<file path="config.mk">
export PLATFORM = sky130hd
export DESIGN_NAME = packet_sink_flat
export DESIGN_NICKNAME = d
export VERILOG_FILES = /design/src/rtl/packet_pkg.sv /design/src/rtl/packet_sink_if.sv /design/src/rtl/packet_sink_fifo.sv /design/src/rtl/packet_sink.sv /design/src/flat_wrapper.sv
export SDC_FILE = /design/constraint.sdc
export NUM_CORES = 1
export LEC_CHECK = 0
export ABC_AREA = 1
export CAP_MARGIN = 20
export CORE_UTILIZATION = 35
export CTS_BUF_LIST = sky130_fd_sc_hd__clkbuf_8
export CTS_CLUSTER_DIAMETER = 80
export DETAILED_ROUTE_END_ITERATION = 10
export DONT_BUFFER_PORTS = 1
export PLACE_DENSITY = 0.57
export SLEW_MARGIN = 30
export SYNTH_ARGS = -nofsm -noshare
export SYNTH_HDL_FRONTEND = slang
export SYNTH_HIERARCHICAL = 1
export SYNTH_SLANG_ARGS = --single-unit
</file>
<file path="constraint.sdc">
create_clock -name clk -period 3.4 [get_ports clk]
set_input_delay 0.85 -clock clk [delete_from_list [all_inputs] [get_ports clk]]
set_output_delay 0.85 -clock clk [all_outputs]
set_load 0.05 [all_outputs]
</file>
<file path="src/rtl/packet_pkg.sv">
// Shared field layout, record format and FSM encoding for the packet sink slice.
// Packet layout (38b): DST | GEN | NODE | F_LR | F_DUAL | F_EXT | F_LAST | DATA.
package packet_pkg;

  localparam int DST_W  = 3;
  localparam int GEN_W  = 8;
  localparam int NODE_W = 7;
  localparam int DATA_W = 16;
  localparam int PKT_W  = 38;

  localparam int DATA_LSB   = 0;
  localparam int F_LAST_BIT = 16;
  localparam int F_EXT_BIT  = 17;
  localparam int F_DUAL_BIT = 18;
  localparam int F_LR_BIT   = 19;
  localparam int NODE_LSB   = 20;
  localparam int GEN_LSB    = 27;
  localparam int DST_LSB    = 35;

  localparam int REC_W = GEN_W + NODE_W + DATA_W;

  typedef enum logic [1:0] {
    IDLE    = 2'd0,
    COLLECT = 2'd1,
    DONE    = 2'd2
  } sink_state_e;

  typedef struct packed {
    logic [DST_W-1:0]  dst;
    logic [GEN_W-1:0]  gen;
    logic [NODE_W-1:0] node;
    logic              f_lr;
    logic              f_dual;
    logic              f_ext;
    logic              f_last;
    logic [DATA_W-1:0] data;
  } pkt_t;

  typedef struct packed {
    logic [GEN_W-1:0]  gen;
    logic [NODE_W-1:0] node;
    logic [DATA_W-1:0] data;
  } rec_t;

  function automatic rec_t pkt_to_rec(input pkt_t p);
    rec_t r;
    r.gen  = p.gen;
    r.node = p.node;
    r.data = p.data;
    return r;
  endfunction

endpackage

</file>
<file path="src/rtl/packet_sink_if.sv">
// Packet stream handshake between the fetch stage (master) and the sink (slave).
interface packet_sink_if;
  import packet_pkg::*;

  pkt_t pkt_in;
  logic pkt_valid;
  logic pkt_ready;

  modport master (output pkt_in, output pkt_valid, input pkt_ready);
  modport slave  (input pkt_in, input pkt_valid, output pkt_ready);

endinterface

</file>
<file path="src/rtl/packet_sink_fifo.sv">
// Synchronous FIFO holding accepted packet records for the host reader.
// Latency: a push is visible at the head after its edge; rd_data is combinational from storage.
// Backpressure: push ignored when full, pop ignored when empty.
module packet_sink_fifo #(
  parameter int DEPTH = 16,
  parameter int WIDTH = packet_pkg::REC_W
) (
  input  logic             clk,
  input  logic             rst_n,
  input  logic             push,
  input  logic [WIDTH-1:0] wr_data,
  input  logic             pop,
  output logic [WIDTH-1:0] rd_data,
  output logic             full,
  output logic             empty
);

  localparam int AW = $clog2(DEPTH);

  logic [AW:0]      wr_ptr;
  logic [AW:0]      rd_ptr;
  logic [WIDTH-1:0] mem [DEPTH];
  logic             do_push;
  logic             do_pop;

  assign do_push = push & ~full;
  assign do_pop  = pop & ~empty;

  // Extra pointer MSB distinguishes full from empty when the indices coincide.
  assign empty = (wr_ptr == rd_ptr);
  assign full  = (wr_ptr[AW] != rd_ptr[AW]) && (wr_ptr[AW-1:0] == rd_ptr[AW-1:0]);

  always_ff @(posedge clk or negedge rst_n) begin
    if (!rst_n) begin
      wr_ptr <= '0;
      rd_ptr <= '0;
    end else begin
      if (do_push) wr_ptr <= wr_ptr + 1'b1;
      if (do_pop)  rd_ptr <= rd_ptr + 1'b1;
    end
  end

  always_ff @(posedge clk) begin
    if (do_push) mem[wr_ptr[AW-1:0]] <= wr_data;
  end

  // Masked while empty so the read port shows zero instead of stale storage.
  assign rd_data = empty ? '0 : mem[rd_ptr[AW-1:0]];

endmodule

</file>
<file path="src/rtl/packet_sink.sv">
// Packet sink: filters packets by destination, buffers records, closes frames on LAST. Optional PACKET_SINK_STATS_EN adds counters.
// Latency: accepted record readable one edge after transfer; FRAME_DONE rises after the LAST transfer edge.
// Backpressure: pkt_ready drops while the FIFO is full or a closed frame awaits done_ack.
module packet_sink
  import packet_pkg::*;
#(
  parameter logic [DST_W-1:0] SINK_ID = 3'b111,
  parameter int               DEPTH   = 16
) (
  input  logic              clk,
  input  logic              rst_n,
  packet_sink_if.slave      pkt_if,
  input  logic              rd_en,
  output logic [REC_W-1:0]  rd_data,
  output logic              empty,
  output logic              full,
  output logic              frame_done,
  input  logic              done_ack,
  output logic              overflow
`ifdef PACKET_SINK_STATS_EN
  ,
  output logic [15:0]       acc_cnt,
  output logic [15:0]       drop_cnt
`endif
);

  sink_state_e state;
  logic        dst_match;
  logic        xfer;
  logic        push;
  logic        unused_flags;
  rec_t        rec;

  assign dst_match = (pkt_if.pkt_in.dst == SINK_ID);
  assign xfer      = pkt_if.pkt_valid & pkt_if.pkt_ready;
  assign push      = xfer & dst_match;
  assign rec       = pkt_to_rec(pkt_if.pkt_in);

  assign unused_flags = ^{pkt_if.pkt_in.f_lr, pkt_if.pkt_in.f_dual, pkt_if.pkt_in.f_ext};

  assign pkt_if.pkt_ready = (state != DONE) & ~full;

  packet_sink_fifo #(
    .DEPTH (DEPTH),
    .WIDTH (REC_W)
  ) u_fifo (
    .clk     (clk),
    .rst_n   (rst_n),
    .push    (push),
    .wr_data (rec),
    .pop     (rd_en),
    .rd_data (rd_data),
    .full    (full),
    .empty   (empty)
  );

  // A LAST packet taken straight out of IDLE closes the frame immediately.
  always_ff @(posedge clk or negedge rst_n) begin
    if (!rst_n) begin
      state      <= IDLE;
      frame_done <= 1'b0;
    end else begin
      case (state)
        IDLE: begin
          if (push && pkt_if.pkt_in.f_last) begin
            state      <= DONE;
            frame_done <= 1'b1;
          end else if (xfer) begin
            state <= COLLECT;
          end
        end
        COLLECT: begin
          if (push && pkt_if.pkt_in.f_last) begin
            state      <= DONE;
            frame_done <= 1'b1;
          end
        end
        DONE: begin
          if (done_ack) begin
            state      <= IDLE;
            frame_done <= 1'b0;
          end
        end
        default: begin
          state      <= IDLE;
          frame_done <= 1'b0;
        end
      endcase
    end
  end

  // Flags an upstream stall on a packet this sink would have kept.
  always_ff @(posedge clk or negedge rst_n) begin
    if (!rst_n) begin
      overflow <= 1'b0;
    end else if (pkt_if.pkt_valid && dst_match && full && (state != DONE)) begin
      overflow <= 1'b1;
    end
  end

`ifdef PACKET_SINK_STATS_EN
  always_ff @(posedge clk or negedge rst_n) begin
    if (!rst_n) begin
      acc_cnt  <= '0;
      drop_cnt <= '0;
    end else if (xfer) begin
      if (dst_match) begin
        if (acc_cnt != 16'hFFFF) acc_cnt <= acc_cnt + 16'd1;
      end else begin
        if (drop_cnt != 16'hFFFF) drop_cnt <= drop_cnt + 16'd1;
      end
    end
  end
`endif

endmodule

</file>
<file path="src/flat_wrapper.sv">
// flat-port wrapper written by rule: the top's interface ports become plain ports
module packet_sink_flat import packet_pkg::*;
#(
  parameter logic [DST_W-1:0] SINK_ID = 3'b111,
  parameter int               DEPTH   = 16
)
  (clk, rst_n, rd_en, rd_data, empty, full, frame_done, done_ack, overflow, pkt_if_pkt_in, pkt_if_pkt_valid, pkt_if_pkt_ready);
  packet_sink_if pkt_if_i ();
  input  logic clk;
  input  logic rst_n;
  input  logic rd_en;
  output logic [REC_W-1:0] rd_data;
  output logic empty;
  output logic full;
  output logic frame_done;
  input  logic done_ack;
  output logic overflow;
  input wire logic [$bits(pkt_if_i.pkt_in)-1:0] pkt_if_pkt_in;
  input wire logic [$bits(pkt_if_i.pkt_valid)-1:0] pkt_if_pkt_valid;
  output wire logic [$bits(pkt_if_i.pkt_ready)-1:0] pkt_if_pkt_ready;
  assign pkt_if_i.pkt_in = pkt_if_pkt_in;
  assign pkt_if_i.pkt_valid = pkt_if_pkt_valid;
  assign pkt_if_pkt_ready = pkt_if_i.pkt_ready;
  packet_sink #(.SINK_ID(SINK_ID), .DEPTH(DEPTH)) u_core (.clk(clk), .rst_n(rst_n), .pkt_if(pkt_if_i), .rd_en(rd_en), .rd_data(rd_data), .empty(empty), .full(full), .frame_done(frame_done), .done_ack(done_ack), .overflow(overflow));
endmodule
</file>
==> results.yml, run 1 <==
outcome:
  result_of_the_run: "complete, no violations"
cells_and_area:
  final_design_area_no_fill_mm2: 0.0264
  area_delta_synth_final_pct: 18.8
  fraction_of_layout_instances_using_a_drive_strength_above_1_pct: 12.9
  antenna_cells: 0
  finalNetCount: 2349
  finish.utilization_pct: 42.0
hold_path:
  holdCritPathClass: "in2reg"
logic_synthesis:
  sequential_element_share_of_the_synthesized_area_pct: 68.5
  netlist.top_cell.by_area: "edfxtp_1"
  syn_inst: 2197
  synth_ff_type: "edfxtp_1"
  synth_commonest_cells: "883 x nand2_1, 496 x edfxtp_1, 352 x inv_1"
  yosysWarningCount: 6
  synth_top_cells_by_area: "edfxtp_1 67%, nand2_1 15%, inv_1 5.9%"
  syn-cell-area_mm2: 0.0223
  syn-num-nets: 2245
  synth_enable_flop_cells: 496
  synth-seq-cells: 510
  yosys.cell_count.top_type: "nand2_1"
  synth.top_cell.area_share_pct: 66.9
  postSynthAreaPerCell_um2: 10.1
  netlist-cell-type-count: 26
  synth-async-reset-ratio_pct: 2.75
grt:
  grt_usage_pct: 18.0
  grt_first_pass_wirelength_um: 86200
  grt_antenna_before_repair: 1
  first_global_vias: 14402
  grt_overflow_total: 0
  maximum_number_of_pins_on_one_net_before_global_route_repair: 65
die:
  die_span_in_x_um: 254
  die_area_mm2: 0.0646
  die_height_um: 254
  ioPinCount: 79
  row_count: 92
  design.core.area_mm2: 0.0630
  floorplan.initialDensity_pct: 35.3
routing:
  drt-vias-per-instance: 4.72
  detail_route.iter0.violations: 1262
  vias: 15152
  number_of_iterations_in_the_first_detailed_routing_pass: 5
  detail-route-antenna-nets: 0
  wl_per_cell_um: 18.4
  drc_errors: 0
  total_length_of_routed_wires_um: 59100
sta:
  final_setup_violation_count: 0
  slew_headroom_pct: 47.8
  finClkSkew_ps: 43.7
  report.final.hold_viol_count: 0
  finalWorstPathRequiredPeriod_ps: 3350
  post-route-period-util_pct: 98.6
  maxClockFrequency_ghz: 0.298
  finalMaxSlewViolations: 0
  tightest_slew_ps: 781
  unrepaired_setup_endpoints_after_global_routing: "yes"
clocking:
  root_buf_cell: "clkbuf_8"
  clock_insertion_delay_worst_skew_ps: 690
  clkTransAtPathRegs_ps: 60
  number_of_sinks_driven_by_the_clock_tree: 510
  cts_tree: "done"
  max-clock-path-buffers: 3
  numCtsBuffers: 85
  h_tree_depth: 3
power_and_ir_drop:
  seq_power_share_pct: 32.4
  power.static_leakage_nw: 11.3
  intPower_mw: 13.2
  power_frac_comb_pct: 43.3
  total_switching_power_mw: 8.88
  switching_power_share_of_the_total_pct: 40.2
  peakVddDrop_mv: 0.509
  power_density_mw_per_mm2: 836
  power.total_mw: 22.1
  power.share.clock_pct: 24.3
worst_setup_path:
  criticalPathCategory: "reg2out"
  cp.arrival_ps: 2500
  critical_path.startpoint_type: "flip-flop"
  timing.critical_path.to_type: "primary output"
  critical_path_fanout_max: 32
  timing.critical_path.required_ps: 2550
placed_design:
  detailed_place.area_mm2: 0.0238
  buffer_ports.inserted: 0
  gpl.final_weighted_congestion: 0.746
  dp.final_hpwl_um: 29300
flow_run:
  max_cap_violations: 0
final timing paths:
| kind | startpoint | to | slack (ps) | depth (start not counted) |
|---|---|---|---|---|
| worst min register to register | u_core/u_fifo/wr_ptr[4]$_DFFE_PN0P_ | u_core/u_fifo/wr_ptr[4]$_DFFE_PN0P_ | 540 | 2 |
| worst min-delay path | pkt_if_pkt_in[31] | u_core/u_fifo/mem[3][27]$_DFFE_PP_ | 250 | 0 |
| worst max register to register | u_core/u_fifo/rd_ptr[1]$_DFFE_PN0P_ | u_core/u_fifo/mem[14][17]$_DFFE_PP_ | 400 | 10 |
| min in group asynchronous | rst_n | u_core/u_fifo/rd_ptr[2]$_DFFE_PN0P_ | 690 | 1 |
| worst max-delay path | u_core/u_fifo/rd_ptr[3]$_DFFE_PN0P_ | rd_data[12] | 50 | 5 |
| max in group asynchronous | rst_n | u_core/u_fifo/rd_ptr[0]$_DFFE_PN0P_ | 2110 | 1 |
registers in the layout, summed over array words and instances, names as in the netlist:
signal / flops
u_core/frame_done: 1
u_core/state: 2
u_core/overflow: 1
u_core/u_fifo/mem: 496
u_core/u_fifo/wr_ptr: 5
u_core/u_fifo/rd_ptr: 5
cells in the final DEF, fill, tap and decap left out, types with 6 or more instances in the layout:
cell,Yosys,final
edfxtp_1,496,496
buf_4,18,58
clkinv_1,0,13
inv_1,352,373
buf_6,1,21
nor2_4,0,17
dfrtp_1,14,11
nand3_1,260,256
xor2_1,8,8
clkinv_2,0,14
a21oi_1,32,10
buf_16,0,17
buf_12,0,11
bufinv_16,0,7
nand2_1,883,879
a21oi_2,0,19
clkbuf_16,0,6
clkbuf_8,0,86
power groups by stage:
stage | registers (mW) | logic, mW | clock network [mW]
after floorplan | 7.19 | 5.56 | 0
after global placement | 7.27 | 7.74 | 0
after detailed placement | 7.28 | 7.76 | 0
after CTS | 7.15 | 8.98 | 5.53
after global routing | 7.18 | 10.3 | 5.77
final | 7.17 | 9.57 | 5.38
critical path, cell delays in order, from the launching register on:
cell and delay, ps:
dfrtp_1 460, inv_2 110, buf_4 550, nand3_1 250, a21oi_2 240, buf_6 190
metrics by stage:
stage	hold slack (ps)	instances	TNS, ps	setup slack (ps)
2_1_floorplan	500	2197	-179770	-446
3_3_place_gp	525	3032	0	520
3_5_place_dp	536	3032	0	509
4_1_cts	188	3202	0	0.0693
5_1_grt	225	3212	-147	-30.7
6_report	254	3212	0	46.7
per-layer routing:
layer	GRT usage, %	routed length (um)
met5	0	13
met4	6.57	1350
met3	3.26	3720
met2	29.8	28600
met1	23.7	25500
layout make-up:
class	count	area, um^2
multi-input combinational	1226	5400
inverter	357	1400
timing repair inverter	1	11.3
clock buffer	86	1180
timing repair buffer	120	1650
sequential	510	15300
fill	5876	36500
clock inverter	66	499
tap	846	1060
repair_timing:
action                     in CTS  in global routing
hold buffers                    1                  0
setup buffers                   6                  4
resized for setup              54                 45
gates cloned                   11                  6
setup endpoints to repair      32                 32
hold endpoints to repair       14                  0
pin swaps                       3                 18
cells by family after synthesis:
family / Yosys count / synth area share [%]
xor gates and xnor gates: 11 / 0.433
buffers and inverters: 461 / 8.47
adders and majority gates: 5 / 0.281
and+or+nand+nor: 1175 / 21.5
AOI/OAI and AO/OA: 35 / 0.854
DFF: 510 / 68.5
(Power assumes the default switching activity.)
==> run 2, diff against run 1 <==
- SLEW_MARGIN: 30 -> 10
- clock period: 3.4 -> 2.8 ns (I/O delays scaled with it)
==> run 2 against run 1 <==
Compared with the run above: the flow now finishes with violations (setup timing); sequential cell count unchanged; final cell count is 1.2% higher; via count rose by 1.1%.
==> results.yml, run 2 (synthesis gave the netlist of run 1 again) <==
sta:
  post-route-period-util_pct: 112
  maxClockFrequency_ghz: 0.318
  finalWorstSetupSlack_ps: -346
  tightest_slew_ps: 802
  final.hold.worst_slack_ps: 125
  unrepaired_setup_endpoints_after_global_routing: "yes"
  report.final.hold_viol_count: 0
  final_setup_violation_count: 250
  slew_headroom_pct: 46.3
  finalWorstPathRequiredPeriod_ps: 3150
  finalMaxSlewViolations: 0
  finClkSkew_ps: 17.9
  setup-tns-final_ps: -16770
cells_and_area:
  mostFrequentLayoutCells: "845 x nand2_1, 496 x edfxtp_1, 367 x inv_1, 230 x nand3_1, 90 x clkbuf_8"
  area_delta_synth_final_pct: 23.2
  fill_cells: 5899
  finalNetCount: 2387
  antenna_cells: 0
  largest_register_ff_count: 496
  fraction_of_layout_instances_using_a_drive_strength_above_1_pct: 17.1
  final_design_area_no_fill_mm2: 0.0274
  most_common_cell_after_layout_fill_and_taps_aside: "nand2_1"
worst_setup_path:
  timing.critical_path.required_ps: 2100
  critical_path_fanout_max: 11
  criticalPathCategory: "reg2out"
  setup.reg_to_reg.worst_slack_ps: -80
  r2r_start: "u_core/u_fifo/rd_ptr[0]$_DFFE_PN0P_"
  timing.rr.end: "u_core/u_fifo/mem[5][20]$_DFFE_PP_"
  timing.critical_path.to_type: "primary output"
  r2r_cells: 13
  critical_path.startpoint_type: "flip-flop"
  cp.arrival_ps: 2450
placed_design:
  detailed_place.area_mm2: 0.0242
  buffer_ports.inserted: 0
  gpl.final_weighted_congestion: 0.766
  dp.final_hpwl_um: 30900
clocking:
  max-clock-path-buffers: 3
  cts_tree: "done"
  clock_insertion_delay_worst_skew_ps: 670
  clkTransAtPathRegs_ps: 60
  h_tree_depth: 3
  number_of_sinks_driven_by_the_clock_tree: 510
  numCtsBuffers: 88
  root_buf_cell: "clkbuf_8"
power_and_ir_drop:
  intPower_mw: 16.3
  seq_power_share_pct: 31.8
  power_density_mw_per_mm2: 998
  power.share.clock_pct: 22.2
  peakVddDrop_mv: 0.728
  power_frac_comb_pct: 46.0
  power.static_leakage_nw: 11.7
  total_switching_power_mw: 11.0
  switching_power_share_of_the_total_pct: 40.3
hold_path:
  hold_start: "pkt_if_pkt_in[31]"
  holdCritPathClass: "in2reg"
  hold-path-endpoint: "u_core/u_fifo/mem[7][27]$_DFFE_PP_"
  hold-path-cell-count: 0
routing:
  detail-route-antenna-nets: 0
  drc_errors: 0
  detail_route.iter0.violations: 1143
  number_of_iterations_in_the_first_detailed_routing_pass: 5
  wl_per_cell_um: 18.3
  drt-vias-per-instance: 4.71
  vias: 15313
  total_length_of_routed_wires_um: 59400
die:
  die_height_um: 254
  die_span_in_x_um: 254
  design.core.area_mm2: 0.0630
  row_count: 92
  die_area_mm2: 0.0646
  floorplan.initialDensity_pct: 35.3
  ioPinCount: 79
grt:
  maximum_number_of_pins_on_one_net_before_global_route_repair: 72
  first_global_vias: 14282
  grt_usage_pct: 17.5
  grt_antenna_before_repair: 1
  grt_overflow_total: 0
  grt_first_pass_wirelength_um: 84700
outcome:
  result_of_the_run: "finished, violations left"
  violations: "setup timing"
flow_run:
  max_cap_violations: 0
## run 2: cell type report
cell class / instances / area (um^2) / area share (%)
Timing Repair inverter: 1 / 8.76 / 0.0319
Clock buffer: 90 / 1240 / 4.52
Multi-Input combinational cell: 1226 / 5670 / 20.7
Sequential cell: 510 / 15300 / 55.6
Tap cell: 846 / 1060 / 3.86
Inverter: 357 / 1370 / 5.00
Timing Repair Buffer: 155 / 2500 / 9.13
Clock inverter: 64 / 314 / 1.15
## run 2: routing by layer
layer / vias to the layer above / wire length, um / GRT usage (%)
met5: - / 13 / 0
met4: 2 / 2100 / 7.88
met3: 115 / 4160 / 3.53
met2: 541 / 27800 / 27.3
met1: 7342 / 25300 / 23.7
li1: 7313 / - / -
## run 2: critical path: stages, from the launching register on
cell       delay [ps]
dfrtp_4           590
inv_12            100
buf_16            180
clkbuf_16         180
nand2_1            70
nand3_2            60
nand2_1            70
nand2_1            40
nand2_1            80
inv_1              60
a21oi_2           160
buf_6             180
## run 2: worst max-delay path by stage
stage                                                     to                                start  cells after the start  slack, ps
after global placement     u_core/u_fifo/mem[4][9]$_DFFE_PP_  u_core/u_fifo/rd_ptr[0]$_DFFE_PN0P_                     10        140
after CTS                                        rd_data[29]  u_core/u_fifo/rd_ptr[0]$_DFFE_PN0P_                     10       -380
final                                            rd_data[25]  u_core/u_fifo/rd_ptr[0]$_DFFE_PN0P_                     11       -350
after floorplan           u_core/u_fifo/mem[12][0]$_DFFE_PP_  u_core/u_fifo/rd_ptr[0]$_DFFE_PN0P_                     10       -220
after global routing                             rd_data[30]  u_core/u_fifo/rd_ptr[0]$_DFFE_PN0P_                     10       -450
after detailed placement   u_core/u_fifo/mem[4][9]$_DFFE_PP_  u_core/u_fifo/rd_ptr[0]$_DFFE_PN0P_                     10        100
## run 2: power by group through the flow
stage | clock, mW | combinational [mW] | sequential (mW)
finish | 6.09 | 12.6 | 8.70
global route | 6.56 | 13.5 | 8.71
CTS | 6.24 | 11.6 | 8.67
detailed placement | 0 | 9.80 | 8.82
global placement | 0 | 9.78 | 8.82
floorplan | 0 | 6.80 | 8.74
## run 2: stage by stage
step / setup slack (ps) / power (mW) / util (%) / std cells
floorplan: -222 / 15.5 / - / 2197
global placement: 143 / 18.6 / 38.5 / 3048
detailed placement: 103 / 18.6 / 38.5 / 3048
CTS: -379 / 26.5 / 42.2 / 3225
global route: -453 / 28.7 / 43.6 / 3249
finish: -346 / 27.4 / 43.6 / 3249
## run 2: repair_timing
action,CTS,global route
cloned,9,20
resized for setup,106,100
hold buffers,1,0
setup buffers,14,5
pin swaps,15,24
hold endpoints to repair,14,0
setup endpoints to repair,34,364
==> run 3, diff against run 2 <==
- CAP_MARGIN: 20 -> unset
==> results of run 3 <==
No change in the layout: final DEF, timing and power equal those of run 2.
